`config.mk`:
```
export PLATFORM = sky130hd
export DESIGN_NAME = i2s_frame_scheduler
export DESIGN_NICKNAME = d
export VERILOG_FILES = /design/src/rtl/i2s_frame_scheduler.sv
export SDC_FILE = /design/constraint.sdc
export NUM_CORES = 1
export LEC_CHECK = 0
export BUFFER_PORTS_ARGS = -buffer_cell sky130_fd_sc_hd__buf_2
export CAP_MARGIN = 20
export CORE_ASPECT_RATIO = 1.5
export CORE_MARGIN = 2
export CORE_UTILIZATION = 50
export DETAILED_ROUTE_END_ITERATION = 8
export GPL_TIMING_DRIVEN = 0
export PLACE_DENSITY = 0.66
export SLEW_MARGIN = 20
export SYNTH_ARGS = -nofsm -noshare
export SYNTH_HDL_FRONTEND = slang
export SYNTH_SLANG_ARGS = --single-unit
export TNS_END_PERCENT = 100
```
`constraint.sdc`:
```
create_clock -name clk -period 3.65 [get_ports clk]
set_input_delay 0.5475 -clock clk [delete_from_list [all_inputs] [get_ports clk]]
set_output_delay 0.5475 -clock clk [all_outputs]
set_load 0.02 [all_outputs]
```
`src/rtl/i2s_frame_scheduler.sv`:
```
// i2s_frame_scheduler: paces decoder sample pairs into the I2S serializer.
// Irregular decoder pairs are buffered in a small FIFO. Exactly one pair is
// released per audio frame, together with a soft-ramped volume code. Prime and
// underflow handling keep the output silent until the FIFO has some slack.
module i2s_frame_scheduler #(
  parameter int IN_WIDTH     = 10,
  parameter int VOLUME_WIDTH = 4,
  parameter int FIFO_DEPTH   = 8,
  parameter int FRAME_CLK    = 1536
) (
  input  logic                                clk,
  input  logic                                reset,
  input  logic signed [IN_WIDTH-1:0]          s_left,
  input  logic signed [IN_WIDTH-1:0]          s_right,
  input  logic                                s_valid,
  output logic                                s_ready,
  input  logic [VOLUME_WIDTH-1:0]             target_volume,
  input  logic                                mute,
  output logic signed [IN_WIDTH-1:0]          out_left,
  output logic signed [IN_WIDTH-1:0]          out_right,
  output logic                                out_valid,
  output logic [VOLUME_WIDTH-1:0]             out_volume,
  output logic [$clog2(FIFO_DEPTH):0]         fifo_level,
  output logic [15:0]                         underflow_cnt
);

  localparam int VMAX  = (1 << VOLUME_WIDTH) - 1;
  localparam int PTR_W = $clog2(FIFO_DEPTH);
  localparam int LVL_W = PTR_W + 1;
  localparam int CNT_W = (FRAME_CLK > 1) ? $clog2(FRAME_CLK) : 1;
  localparam int PAIR_W = 2 * IN_WIDTH;

  typedef enum logic {
    PRIME = 1'b0,
    RUN   = 1'b1
  } state_e;

  // Frame timing
  logic [CNT_W-1:0] cnt_q, cnt_d;
  logic             tick;

  // FIFO storage and bookkeeping; each entry holds {left, right}
  logic [PAIR_W-1:0] mem_q [FIFO_DEPTH];
  logic [PAIR_W-1:0] mem_d [FIFO_DEPTH];
  logic [PTR_W-1:0]  wr_ptr_q, wr_ptr_d;
  logic [PTR_W-1:0]  rd_ptr_q, rd_ptr_d;
  logic [LVL_W-1:0]  level_q, level_d;
  logic              push;
  logic              pop;
  logic              fifo_empty;
  logic [PAIR_W-1:0] head_pair;

  // Sequencer and output registers
  state_e                   state_q, state_d;
  logic signed [IN_WIDTH-1:0] out_left_q, out_left_d;
  logic signed [IN_WIDTH-1:0] out_right_q, out_right_d;
  logic                     out_valid_q, out_valid_d;
  logic [VOLUME_WIDTH-1:0]  out_volume_q, out_volume_d;
  logic [15:0]              underflow_q, underflow_d;
  logic [VOLUME_WIDTH-1:0]  goal;
  logic                     force_silence;

  // Handshake and event decode, all derived from registered state only
  always_comb begin
    tick       = (cnt_q == CNT_W'(FRAME_CLK - 1));
    s_ready    = (level_q != LVL_W'(FIFO_DEPTH));
    fifo_empty = (level_q == '0);
    push       = s_valid && s_ready;
    pop        = tick && (state_q == RUN) && !fifo_empty;
    head_pair  = mem_q[rd_ptr_q];
  end

  // Free-running frame counter, wraps after FRAME_CLK cycles
  always_comb begin
    cnt_d = cnt_q + CNT_W'(1);
    if (tick) begin
      cnt_d = '0;
    end
  end

  // FIFO write, read and occupancy; a simultaneous push and pop leaves level alone
  always_comb begin
    for (int i = 0; i < FIFO_DEPTH; i++) begin
      mem_d[i] = mem_q[i];
    end
    wr_ptr_d = wr_ptr_q;
    rd_ptr_d = rd_ptr_q;
    level_d  = level_q;
    if (push) begin
      mem_d[wr_ptr_q] = {s_left, s_right};
      wr_ptr_d        = wr_ptr_q + PTR_W'(1);
    end
    if (pop) begin
      rd_ptr_d = rd_ptr_q + PTR_W'(1);
    end
    case ({push, pop})
      2'b10:   level_d = level_q + LVL_W'(1);
      2'b01:   level_d = level_q - LVL_W'(1);
      default: level_d = level_q;
    endcase
  end

  // Volume goal and the soft-mute silencing condition, both judged at the tick
  always_comb begin
    goal          = mute ? VOLUME_WIDTH'(VMAX) : target_volume;
    force_silence = mute && (out_volume_q == VOLUME_WIDTH'(VMAX));
  end

  // Prime/run sequencer: chooses the pair emitted at each tick and ramps volume
  always_comb begin
    state_d      = state_q;
    out_valid_d  = tick;
    out_left_d   = out_left_q;
    out_right_d  = out_right_q;
    out_volume_d = out_volume_q;
    underflow_d  = underflow_q;
    if (tick) begin
      out_left_d  = '0;
      out_right_d = '0;
      case (state_q)
        PRIME: begin
          if (level_q >= LVL_W'(FIFO_DEPTH / 2)) begin
            state_d = RUN;
          end
        end
        RUN: begin
          if (!fifo_empty) begin
            if (!force_silence) begin
              out_left_d  = head_pair[PAIR_W-1:IN_WIDTH];
              out_right_d = head_pair[IN_WIDTH-1:0];
            end
          end else begin
            state_d = PRIME;
            if (underflow_q != 16'hFFFF) begin
              underflow_d = underflow_q + 16'd1;
            end
          end
        end
        default: state_d = PRIME;
      endcase
      if (out_volume_q < goal) begin
        out_volume_d = out_volume_q + VOLUME_WIDTH'(1);
      end else if (out_volume_q > goal) begin
        out_volume_d = out_volume_q - VOLUME_WIDTH'(1);
      end
    end
  end

  // State registers with synchronous reset; reset also flushes the FIFO
  always_ff @(posedge clk) begin
    if (reset) begin
      cnt_q        <= '0;
      wr_ptr_q     <= '0;
      rd_ptr_q     <= '0;
      level_q      <= '0;
      state_q      <= PRIME;
      out_left_q   <= '0;
      out_right_q  <= '0;
      out_valid_q  <= 1'b0;
      out_volume_q <= VOLUME_WIDTH'(VMAX);
      underflow_q  <= '0;
      for (int i = 0; i < FIFO_DEPTH; i++) begin
        mem_q[i] <= '0;
      end
    end else begin
      cnt_q        <= cnt_d;
      wr_ptr_q     <= wr_ptr_d;
      rd_ptr_q     <= rd_ptr_d;
      level_q      <= level_d;
      state_q      <= state_d;
      out_left_q   <= out_left_d;
      out_right_q  <= out_right_d;
      out_valid_q  <= out_valid_d;
      out_volume_q <= out_volume_d;
      underflow_q  <= underflow_d;
      for (int i = 0; i < FIFO_DEPTH; i++) begin
        mem_q[i] <= mem_d[i];
      end
    end
  end

  assign out_left      = out_left_q;
  assign out_right     = out_right_q;
  assign out_valid     = out_valid_q;
  assign out_volume    = out_volume_q;
  assign fifo_level    = level_q;
  assign underflow_cnt = underflow_q;

endmodule

```
==> metrics.yaml, run 1 <==
run_status:
  status: "finished clean"
critical_path:
  cp_common_cell: "ha_1"
  crit_path_end_kind: "register"
  r2r_slack_ps: 460
  start_kind: "register"
  worstRegToRegCells: 11
  r2r-end: "fifo_level[2]$_SDFFE_PP0P_"
  max_stage_delay_ps: 730
  critPathTopFamily: "simple AND/OR/NAND/NOR gates"
  cp_max_fo: 10
  worstPathRequired_ps: 4090
  r2r-start: "cnt_q[0]$_SDFF_PP0_"
  crit_type: "reg2reg"
  crit_path_top_delay_cell: "nor4_1"
  critical_path_buf_inv_count: 1
  critPathArrivalTime_ps: 3630
  crit_chain: "ha_1 > nand4_1 > clkbuf_1 > nor4_1 > ha_1 > xor2_1 > ha_1 > a21oi_1 > xor2_1 > or3_1 > a21oi_1"
clock_network:
  cts_resized: 0
  htree_levels: 1
  clockRootBuffer: "clkbuf_16"
  cts_tree: "built"
  numCtsBuffers: 22
  post_cts_buffers: 0
  cts_sinks: 226
  clk_path_buf_depth: 3
  hold_buffers: 0
  path_clk_slew_ps: 60
  clock_latency_ps: 510
pwr:
  intPower_mw: 4.04
  max-vdd-ir-drop_mv: 0.410
  switching_share_pct: 22.6
  cellPowerDensity_nw_per_um2: 471
  seqPwrFrac_pct: 48.3
  comb_power_share_pct: 5.4
  p_leak_nw: 3.75
  p_clk_share_pct: 46.3
  total_power_mw: 5.23
  switchingPower_mw: 1.18
run:
  cap_violations: 0
timing:
  fin_crit_ps: 3190
  skew_ps: 12.4
  fmax_ghz: 0.313
  rsz0062_at_grt: "false"
  tns_ps: 0
  final_hold_viol_count: 0
  finalSetupViolCount: 0
  final_max_slew_viol_count: 0
  worst_pin_slew_ps: 991
  fin_crit_sh_pct: 87.5
  slew_headroom_pct: 33.9
global_routing:
  grt_max_degree: 16
  grt_overflow: 0
  antenna_found_initial: 0
  grt_util_all_layers_pct: 24.7
  grt_pass1_wl_um: 40200
  first_global_vias: 7616
cells_and_area:
  fin_util_pct: 58.1
  nets: 1186
  syn2layout_area_growth_pct: 14.1
  antenna-diode-count: 0
  final-instance-count-excl-fill: 1415
  drive_above_1_share_pct: 14.1
floorplan:
  design.core.area_um2: 19100
  initial_core_util_pct: 50.9
  rows: 62
  die_area_um2: 20600
  io_pins: 74
  die_y_um: 175
  die_x_um: 118
min_path:
  hold_class: "in2reg"
  hold-path-endpoint: "wr_ptr_q[1]$_SDFFE_PP0P_"
  hp-start: "s_valid"
  min_path_cells: 3
logic_synthesis:
  async_flop_share_pct: 0
  yosysSeqAreaShare_pct: 46.5
  yosysWarnings: 0
  post_synth_inst_count: 1068
  synth_nets: 1110
  synth-seq-cells: 226
  synth_edf_count: 0
  postSynthAreaPerCell_um2: 9.10
  synth_top_flop_cell: "dfxtp_1"
  netlist-cell-type-count: 53
  synthesis.area_um2: 9720
routing:
  wl_per_cell_um: 18.0
  drt-total-wl_um: 25500
  first_pass_iters: 5
  vias: 7790
  drc: 0
  drtAntennaViolNets: 0
  vias_per_cell: 5.51
  drt_iter0_markers: 410
placement:
  place.gp.congestion: 0.835
  post-dp-hpwl_um: 17600
  dp_cells: 1376
  numPortBuffers: 52
## per-layer routing
metal / vias to the layer above / wire (um) / track usage [%] / share of wire [%]
met5: - / 0 / 0 / 0
met4: 0 / 878 / 9.84 / 3.4
met3: 68 / 1270 / 3.00 / 5.0
met2: 216 / 13300 / 46.9 / 52
met1: 3706 / 10100 / 27.9 / 40
li1: 3800 / - / - / -
## through the flow
stage                     hold WS, ps  setup WS [ps]  instance area [um^2]
final                             359            458                 11100
after detailed placement          441            459                 10300
after CTS                         335            436                 11100
after global routing              367            127                 11100
after floorplan                   426            847                  9720
after global placement            435            505                 10300
## cell usage after synthesis (3+ instances only)
master	instances	area share (%)
nor3_2	3	0.31
or4_1	3	0.23
ha_1	13	1.7
mux4_2	40	9.3
nor2_1	99	3.8
nor3b_1	4	0.31
xor2_1	8	0.72
nand3_1	15	0.77
nor3_1	4	0.21
nor4_1	7	0.45
xnor2_1	9	0.81
clkbuf_1	65	2.5
nand2_1	237	9.2
o21ai_1	34	1.8
buf_1	5	0.19
mux2i_1	85	8.8
o21ai_0	4	0.21
a21oi_1	122	6.3
dfxtp_1	226	47
inv_1	6	0.23
buf_2	21	1.1
or3_1	15	0.97
nand4_1	6	0.39
## registers in the layout, summed over array words and instances, names as in the netlist, named ones only
name	cells
wr_ptr_q	3
underflow_cnt	16
mem_q	160
rd_ptr_q	3
out_right	10
fifo_level	4
out_valid	1
state_q	1
cnt_q	11
out_volume	4
out_left	10
## layout make-up
type / count / area (um^2)
inverters: 6 / 22.5
flip-flops and latches: 226 / 4520
fillers: 1749 / 7990
repair buffers: 52 / 260
clock buffers: 31 / 686
well taps: 256 / 320
multi-input cells: 743 / 4790
clock inverters: 8 / 100
plain buffers: 93 / 390
## worst max-delay path by stage
stage | startpoint | to | slack (ps) | cells past startpoint
floorplan | cnt_q[0]$_SDFF_PP0_ | fifo_level[2]$_SDFFE_PP0P_ | 850 | 11
global placement | cnt_q[0]$_SDFF_PP0_ | fifo_level[2]$_SDFFE_PP0P_ | 500 | 11
detailed placement | cnt_q[0]$_SDFF_PP0_ | fifo_level[2]$_SDFFE_PP0P_ | 460 | 11
CTS | cnt_q[0]$_SDFF_PP0_ | fifo_level[2]$_SDFFE_PP0P_ | 440 | 11
global route | cnt_q[0]$_SDFF_PP0_ | fifo_level[2]$_SDFFE_PP0P_ | 130 | 11
finish | cnt_q[0]$_SDFF_PP0_ | fifo_level[2]$_SDFFE_PP0P_ | 460 | 11
## placed cells by master (no fill, tap or decap), drive strengths merged, types with 15 or more instances in the layout
cell    count
mux2i      85
nand2     237
o21ai      38
dfxtp     226
mux4       40
nand3      15
clkbuf     96
or3        15
buf        80
nor2      100
a21oi     122
## cells by family after synthesis
| logic type | count (synthesis) | share of synthesized area (%) |
|---|---|---|
| AOI/OAI and AO/OA | 169 | 8.97 |
| xor gates and xnor gates | 17 | 1.53 |
| adders and majority gates | 14 | 1.88 |
| buffers and inverters | 99 | 4.25 |
| DFF | 226 | 46.5 |
| muxes | 125 | 18.0 |
| and+or+nand+nor | 418 | 18.8 |
## power groups by stage
stage	Clock (mW)	Combinational [mW]	Sequential [mW]
6_report	2.42	0.280	2.53
4_1_cts	2.45	0.280	2.52
2_1_floorplan	0	0.188	2.58
5_1_grt	2.55	0.306	2.53
3_3_place_gp	0	0.275	2.58
3_5_place_dp	0	0.278	2.58
## worst min-delay path, cell delays in order
cell     delay [ps]
buf_2           130
nand3_1          90
a21oi_1          60
No activity file was read; power rests on OpenSTA's default activity.
==> inputs of run 2 (changes only) <==
CORE_UTILIZATION = 55   (was 50)
PLACE_DENSITY = 0.72   (was 0.66)
==> run 2 against run 1 <==
Net effect: wire length is 4.7% lower; final area down 1.0%; die area is 8.8% lower; maximum frequency decreased by 2.3%; flip-flop and latch count stayed put; worst setup slack worse by 76 ps; core utilization grew 5.2 points; sequential share of layout area grew 0.42 points; critical path type unchanged; largest cell class unchanged.
==> metrics.yaml, run 2 (synthesis results as in run 1) <==
routing:
  drt-total-wl_um: 24300  # -4.7%
  vias_per_cell: 5.72  # +4.0%
  drtAntennaViolNets: 0  # unchanged
  wl_per_cell_um: 17.7  # -1.6%
  vias: 7847  # +0.73%
  drt_iter0_markers: 609  # +49%
  drc: 0  # unchanged
  first_pass_iters: 5  # unchanged
critical_path:
  critPathArrivalTime_ps: 3700  # +70 ps
  critical_path_buf_inv_count: 1  # unchanged
  crit_path_top_delay_cell: "nor4_1"
  cp_max_fo: 10  # unchanged
  crit_chain: "ha_1 > nand4_1 > clkbuf_1 > nor4_1 > ha_1 > xor2_1 > ha_1 > a21oi_1 > xor2_1 > or3_1 > a21oi_1"
  crit_type: "reg2reg"
  worstPathRequired_ps: 4080  # about the same
  r2r_slack_ps: 380  # -80 ps
  critPathTopFamily: "simple AND/OR/NAND/NOR gates"
  crit_path_end_kind: "register"
  cp_common_cell: "ha_1"
  max_stage_delay_ps: 830  # +100 ps
  start_kind: "register"
cells_and_area:
  final-instance-count-excl-fill: 1371  # -3.1%
  nets: 1185  # -0.084%
  n_fill_cell: 1461  # -16%
  final_common_cell: "nand2_1"
  drive_above_1_share_pct: 13.7  # -0.33 points
  most-common-layout-cells: "237 x nand2_1, 226 x dfxtp_1, 122 x a21oi_1"
  antenna-diode-count: 0  # unchanged
  largest_register: "mem_q"
  syn2layout_area_growth_pct: 13.0
  largest_register_ffs: 160  # unchanged
clock_network:
  cts_tree: "built"
  cts_resized: 0  # unchanged
  clockRootBuffer: "clkbuf_16"
  numCtsBuffers: 21  # -4.5%
  cts_sinks: 226  # unchanged
  hold_buffers: 0  # unchanged
  path_clk_slew_ps: 70  # about the same
  clock_latency_ps: 510  # about the same
  clk_path_buf_depth: 3  # unchanged
  post_cts_buffers: 0  # unchanged
  htree_levels: 1  # unchanged
floorplan:
  io_pins: 74  # unchanged
  die_y_um: 167  # -4.5%
  initial_core_util_pct: 56.0  # +5.1 points
  rows: 59  # -4.8%
  design.core.area_um2: 17300  # -9.1%
  die_x_um: 113  # -4.5%
  die_area_um2: 18800  # -8.8%
timing:
  fin_crit_sh_pct: 89.5  # +2.1 points
  rsz0062_at_grt: "false"
  slew_headroom_pct: 29.7  # -4.3 points
  fin_crit_ps: 3270  # +76.0 ps
  final_max_slew_viol_count: 0  # unchanged
  skew_ps: 19.8  # +7.43 ps
  finalSetupViolCount: 0  # unchanged
  tns_ps: 0  # unchanged
  final_hold_viol_count: 0  # unchanged
  fmax_ghz: 0.306  # -2.3%
  worst_pin_slew_ps: 1050  # +54.2 ps
pwr:
  p_clk_share_pct: 45.5  # -0.8 points
  switchingPower_mw: 1.17  # -0.99%
  switching_share_pct: 22.8  # +0.16 points
  max-vdd-ir-drop_mv: 0.383  # -6.5%
  seqPwrFrac_pct: 49.1  # +0.8 points
  comb_power_share_pct: 5.4  # about the same
  p_leak_nw: 3.73  # -0.37%
  intPower_mw: 3.97  # -1.9%
  cellPowerDensity_nw_per_um2: 468  # -0.66%
  total_power_mw: 5.14  # -1.7%
min_path:
  hold_class: "in2reg"
global_routing:
  first_global_vias: 7649  # +0.43%
  antenna_found_initial: 0  # unchanged
  grt_pass1_wl_um: 39600  # -1.6%
  grt_max_degree: 16  # unchanged
  grt_overflow: 0  # unchanged
  grt_util_all_layers_pct: 25.9  # +1.2 points
run_status:
  status: "finished clean"
placement:
  dp_cells: 1333  # -3.1%
  numPortBuffers: 52  # unchanged
  place.gp.congestion: 0.859  # +2.8%
  post-dp-hpwl_um: 17000  # -3.2%
run:
  cap_violations: 0  # unchanged
[run 2: changes by cell type in the layout (fill, tap and decap cells not counted), sizes merged]
cell	before	now
bufinv	2	3
clkinvlp	4	1
clkinv	2	5
inv	6	7
clkbuf	96	93
[run 2: power groups by stage]
stage	clock network [mW]	registers [mW]	logic [mW]
2_1_floorplan	0	2.58	0.188
3_3_place_gp	0	2.58	0.268
3_5_place_dp	0	2.58	0.272
4_1_cts	2.36	2.52	0.275
5_1_grt	2.47	2.53	0.302
6_report	2.34	2.52	0.275
[run 2: worst register-to-register path, stage by stage (launching register included)]
cell      delay [ps]
dfxtp_1          370
ha_1             220
nand4_1          160
clkbuf_1         240
nor4_1           830
ha_1             400
xor2_1           170
ha_1             160
a21oi_1           50
xor2_1           150
or3_1            320
a21oi_1          140
[run 2: layout make-up]
type	instances	area, um^2	share of cell area (%)
clock buffers	28	602	5.48
clock inverters	10	131	1.20
flip-flops and latches	226	4520	41.2
inverters	6	22.5	0.205
repair buffers	52	260	2.37
multi-input cells	743	4780	43.6
well taps	213	267	2.43
plain buffers	93	390	3.55
[run 2: worst paths after layout]
kind | from | end | depth (start not counted)
setup / recovery | cnt_q[0]$_SDFF_PP0_ | fifo_level[2]$_SDFFE_PP0P_ | 11
hold / removal | s_valid | wr_ptr_q[1]$_SDFFE_PP0P_ | 3
setup reg to reg | cnt_q[0]$_SDFF_PP0_ | fifo_level[2]$_SDFFE_PP0P_ | 11
hold reg to reg | out_right[7]$_SDFFE_PP0N_ | out_right[7]$_SDFFE_PP0N_ | 2
[run 2: per-stage QoR]
step           hold slack (ps)  utilization [%]  worst slack (ps)  instance area [um^2]
2_1_floorplan              426                -               847                  9720
3_3_place_gp               435             59.1               516                 10200
3_5_place_dp               439             59.1               383                 10200
4_1_cts                    381             63.3               372                 11000
5_1_grt                    414             63.3              71.6                 11000
6_report                   409             63.3               382                 11000
[run 2: per-layer routing]
layer | track usage (%) | wire, um
met1 | 32.5 | 9900
met2 | 46.4 | 12300
met3 | 2.66 | 1400
met4 | 8.59 | 649
met5 | 0 | 0
==> inputs of run 3 (changes only) <==
CORE_UTILIZATION = 60   (was 55)
PLACE_DENSITY = 0.78   (was 0.72)
==> run 3 against run 2 <==
Net effect: sequential share of layout area is 0.051 points lower; final area is 0.12% higher; critical path depth stayed put; largest cell class unchanged; final cell count is 0.36% lower; clock power hardly changed; worst setup slack worse by 15 ps; die area is 8.1% lower; clock skew is 12 ps lower; combinational power hardly changed.
==> metrics.yaml, run 3 (synthesis results as in run 1) <==
run_status:
  status: "finished clean"
cells_and_area:
  largest_register_ffs: 160  # unchanged
  drive_above_1_share_pct: 13.6  # -0.11 points
  largest_register: "mem_q"
  syn2layout_area_growth_pct: 13.1
  nets: 1186  # +0.084%
  final_common_cell: "nand2_1"
  antenna-diode-count: 0  # unchanged
  most-common-layout-cells: "237 x nand2_1, 226 x dfxtp_1, 122 x a21oi_1"
clock_network:
  cts_resized: 0  # unchanged
  post_cts_buffers: 0  # unchanged
  path_clk_slew_ps: 60  # about the same
  htree_levels: 1  # unchanged
  cts_sinks: 226  # unchanged
  hold_buffers: 0  # unchanged
  clockRootBuffer: "clkbuf_16"
  clock_latency_ps: 500  # about the same
  clk_path_buf_depth: 3  # unchanged
  cts_tree: "built"
  numCtsBuffers: 22  # +4.8%
global_routing:
  use_met1_pct: 34.4  # +1.8 points
  antenna_found_initial: 0  # unchanged
  grt_max_degree: 16  # unchanged
  first_global_vias: 7811  # +2.1%
  grt_overflow: 0  # unchanged
  grt_pass1_wl_um: 39200  # -0.87%
  grt_use_met3_pct: 3.51  # +0.85 points
  grt_util_all_layers_pct: 28.9  # +2.9 points
  grt_util_met2_pct: 51.5  # +5.1 points
  top_usage_layer: "met2"
run:
  cap_violations: 0  # unchanged
timing:
  fin_ws_ps: 367  # -15.1 ps
  final_max_slew_viol_count: 0  # unchanged
  slew_headroom_pct: 31.0  # +1.3 points
  rsz0062_at_grt: "false"
  fin_crit_ps: 3280  # +15.1 ps
  finalSetupViolCount: 0  # unchanged
  tns_ps: 0  # unchanged
  fmax_ghz: 0.305  # -0.46%
  final_hold_viol_count: 0  # unchanged
  worst_pin_slew_ps: 1030  # -19.6 ps
  skew_ps: 7.79  # -12.0 ps
  fin_crit_sh_pct: 90.0  # +0.41 points
placement:
  post-dp-hpwl_um: 16800  # -1.0%
  pre_cts_slack_ps: 405  # +22.3 ps
  place.gp.congestion: 0.858  # -0.15%
  numPortBuffers: 52  # unchanged
pwr:
  intPower_mw: 4.02  # +1.3%
  seqPwrFrac_pct: 48.8  # -0.3 points
  p_clk_share_pct: 45.8  # +0.3 points
  switching_share_pct: 22.3  # -0.53 points
  comb_power_share_pct: 5.3  # about the same
  cellPowerDensity_nw_per_um2: 470  # +0.50%
  max-vdd-ir-drop_mv: 0.546  # +42%
  total_power_mw: 5.17  # +0.63%
  switchingPower_mw: 1.15  # -1.7%
  p_leak_nw: 3.74  # +0.35%
routing:
  drc: 0  # unchanged
  drtAntennaViolNets: 0  # unchanged
  vias: 7927  # +1.0%
  wl_per_cell_um: 18.1  # +2.1%
  vias_per_cell: 5.80  # +1.4%
  drt-total-wl_um: 24700  # +1.7%
  first_pass_iters: 5  # unchanged
  drt_iter0_markers: 562  # -7.7%
critical_path:
  crit_path_end_kind: "register"
  crit_type: "reg2reg"
  crit_chain: "ha_1 > nand4_1 > clkbuf_1 > nor4_1 > ha_1 > clkbuf_1 > nor4bb_1 > o21ai_1 > o31ai_1 > xnor2_1 > nor2_1"
  start_kind: "register"
  worstPathRequired_ps: 4020  # -60 ps
  critPathArrivalTime_ps: 3660  # -40 ps
  crit_path_top_delay_cell: "nor4_1"
  max_stage_delay_ps: 830  # about the same
  cp_max_fo: 10  # unchanged
floorplan:
  die_x_um: 108  # -4.1%
  die_area_um2: 17300  # -8.1%
  design.core.area_um2: 16000  # -7.5%
  io_pins: 74  # unchanged
  initial_core_util_pct: 60.6  # +4.5 points
  rows: 57  # -3.4%
  die_y_um: 160  # -4.2%
min_path:
  hold_class: "in2reg"
run 3: cell type report:
type | count | area (um^2)
fillers | 1255 | 5050
multi-input cells | 743 | 4780
flip-flops and latches | 226 | 4520
clock buffers | 31 | 636
plain buffers | 93 | 390
repair buffers | 52 | 260
well taps | 206 | 258
clock inverters | 9 | 120
inverters | 6 | 22.5
run 3: metrics by stage:
stage	utilization [%]	instances	hold slack, ps	area [um^2]
finish	68.5	1366	364	11000
global route	68.5	1366	404	11000
CTS	68.5	1366	344	11000
detailed placement	63.8	1326	439	10200
global placement	63.8	1326	435	10200
floorplan	-	1068	426	9720
run 3: routing by layer:
layer  routed length [um]  vias to the layer above
met5                    0                        -
met4                  881                        0
met3                 1360                       64
met2                12900                      277
met1                 9590                     3781
li1                     -                     3805
run 3: worst paths after layout:
kind	from	to	slack, ps	cells past startpoint
worst max-delay path	cnt_q[0]$_SDFF_PP0_	fifo_level[3]$_SDFFE_PP0P_	370	11
worst min-delay path	s_valid	wr_ptr_q[1]$_SDFFE_PP0P_	360	3
worst max register to register	cnt_q[0]$_SDFF_PP0_	fifo_level[3]$_SDFFE_PP0P_	370	11
worst min register to register	out_right[2]$_SDFFE_PP0N_	out_right[2]$_SDFFE_PP0N_	450	2
run 3: worst max-delay path: cells and delay by family, from the launching register on:
family / cells / cell delay, ps
simple gates: 4 / 1400
fa+ha+maj: 2 / 600
buf+inv: 2 / 430
flops: 1 / 370
compound gates: 2 / 220
xor+xnor: 1 / 150
run 3: power groups by stage:
stage	logic (mW)	clock network (mW)	registers [mW]
final	0.277	2.37	2.53
after global routing	0.301	2.49	2.53
after global placement	0.266	0	2.58
after detailed placement	0.272	0	2.58
after floorplan	0.188	0	2.58
after CTS	0.274	2.40	2.52
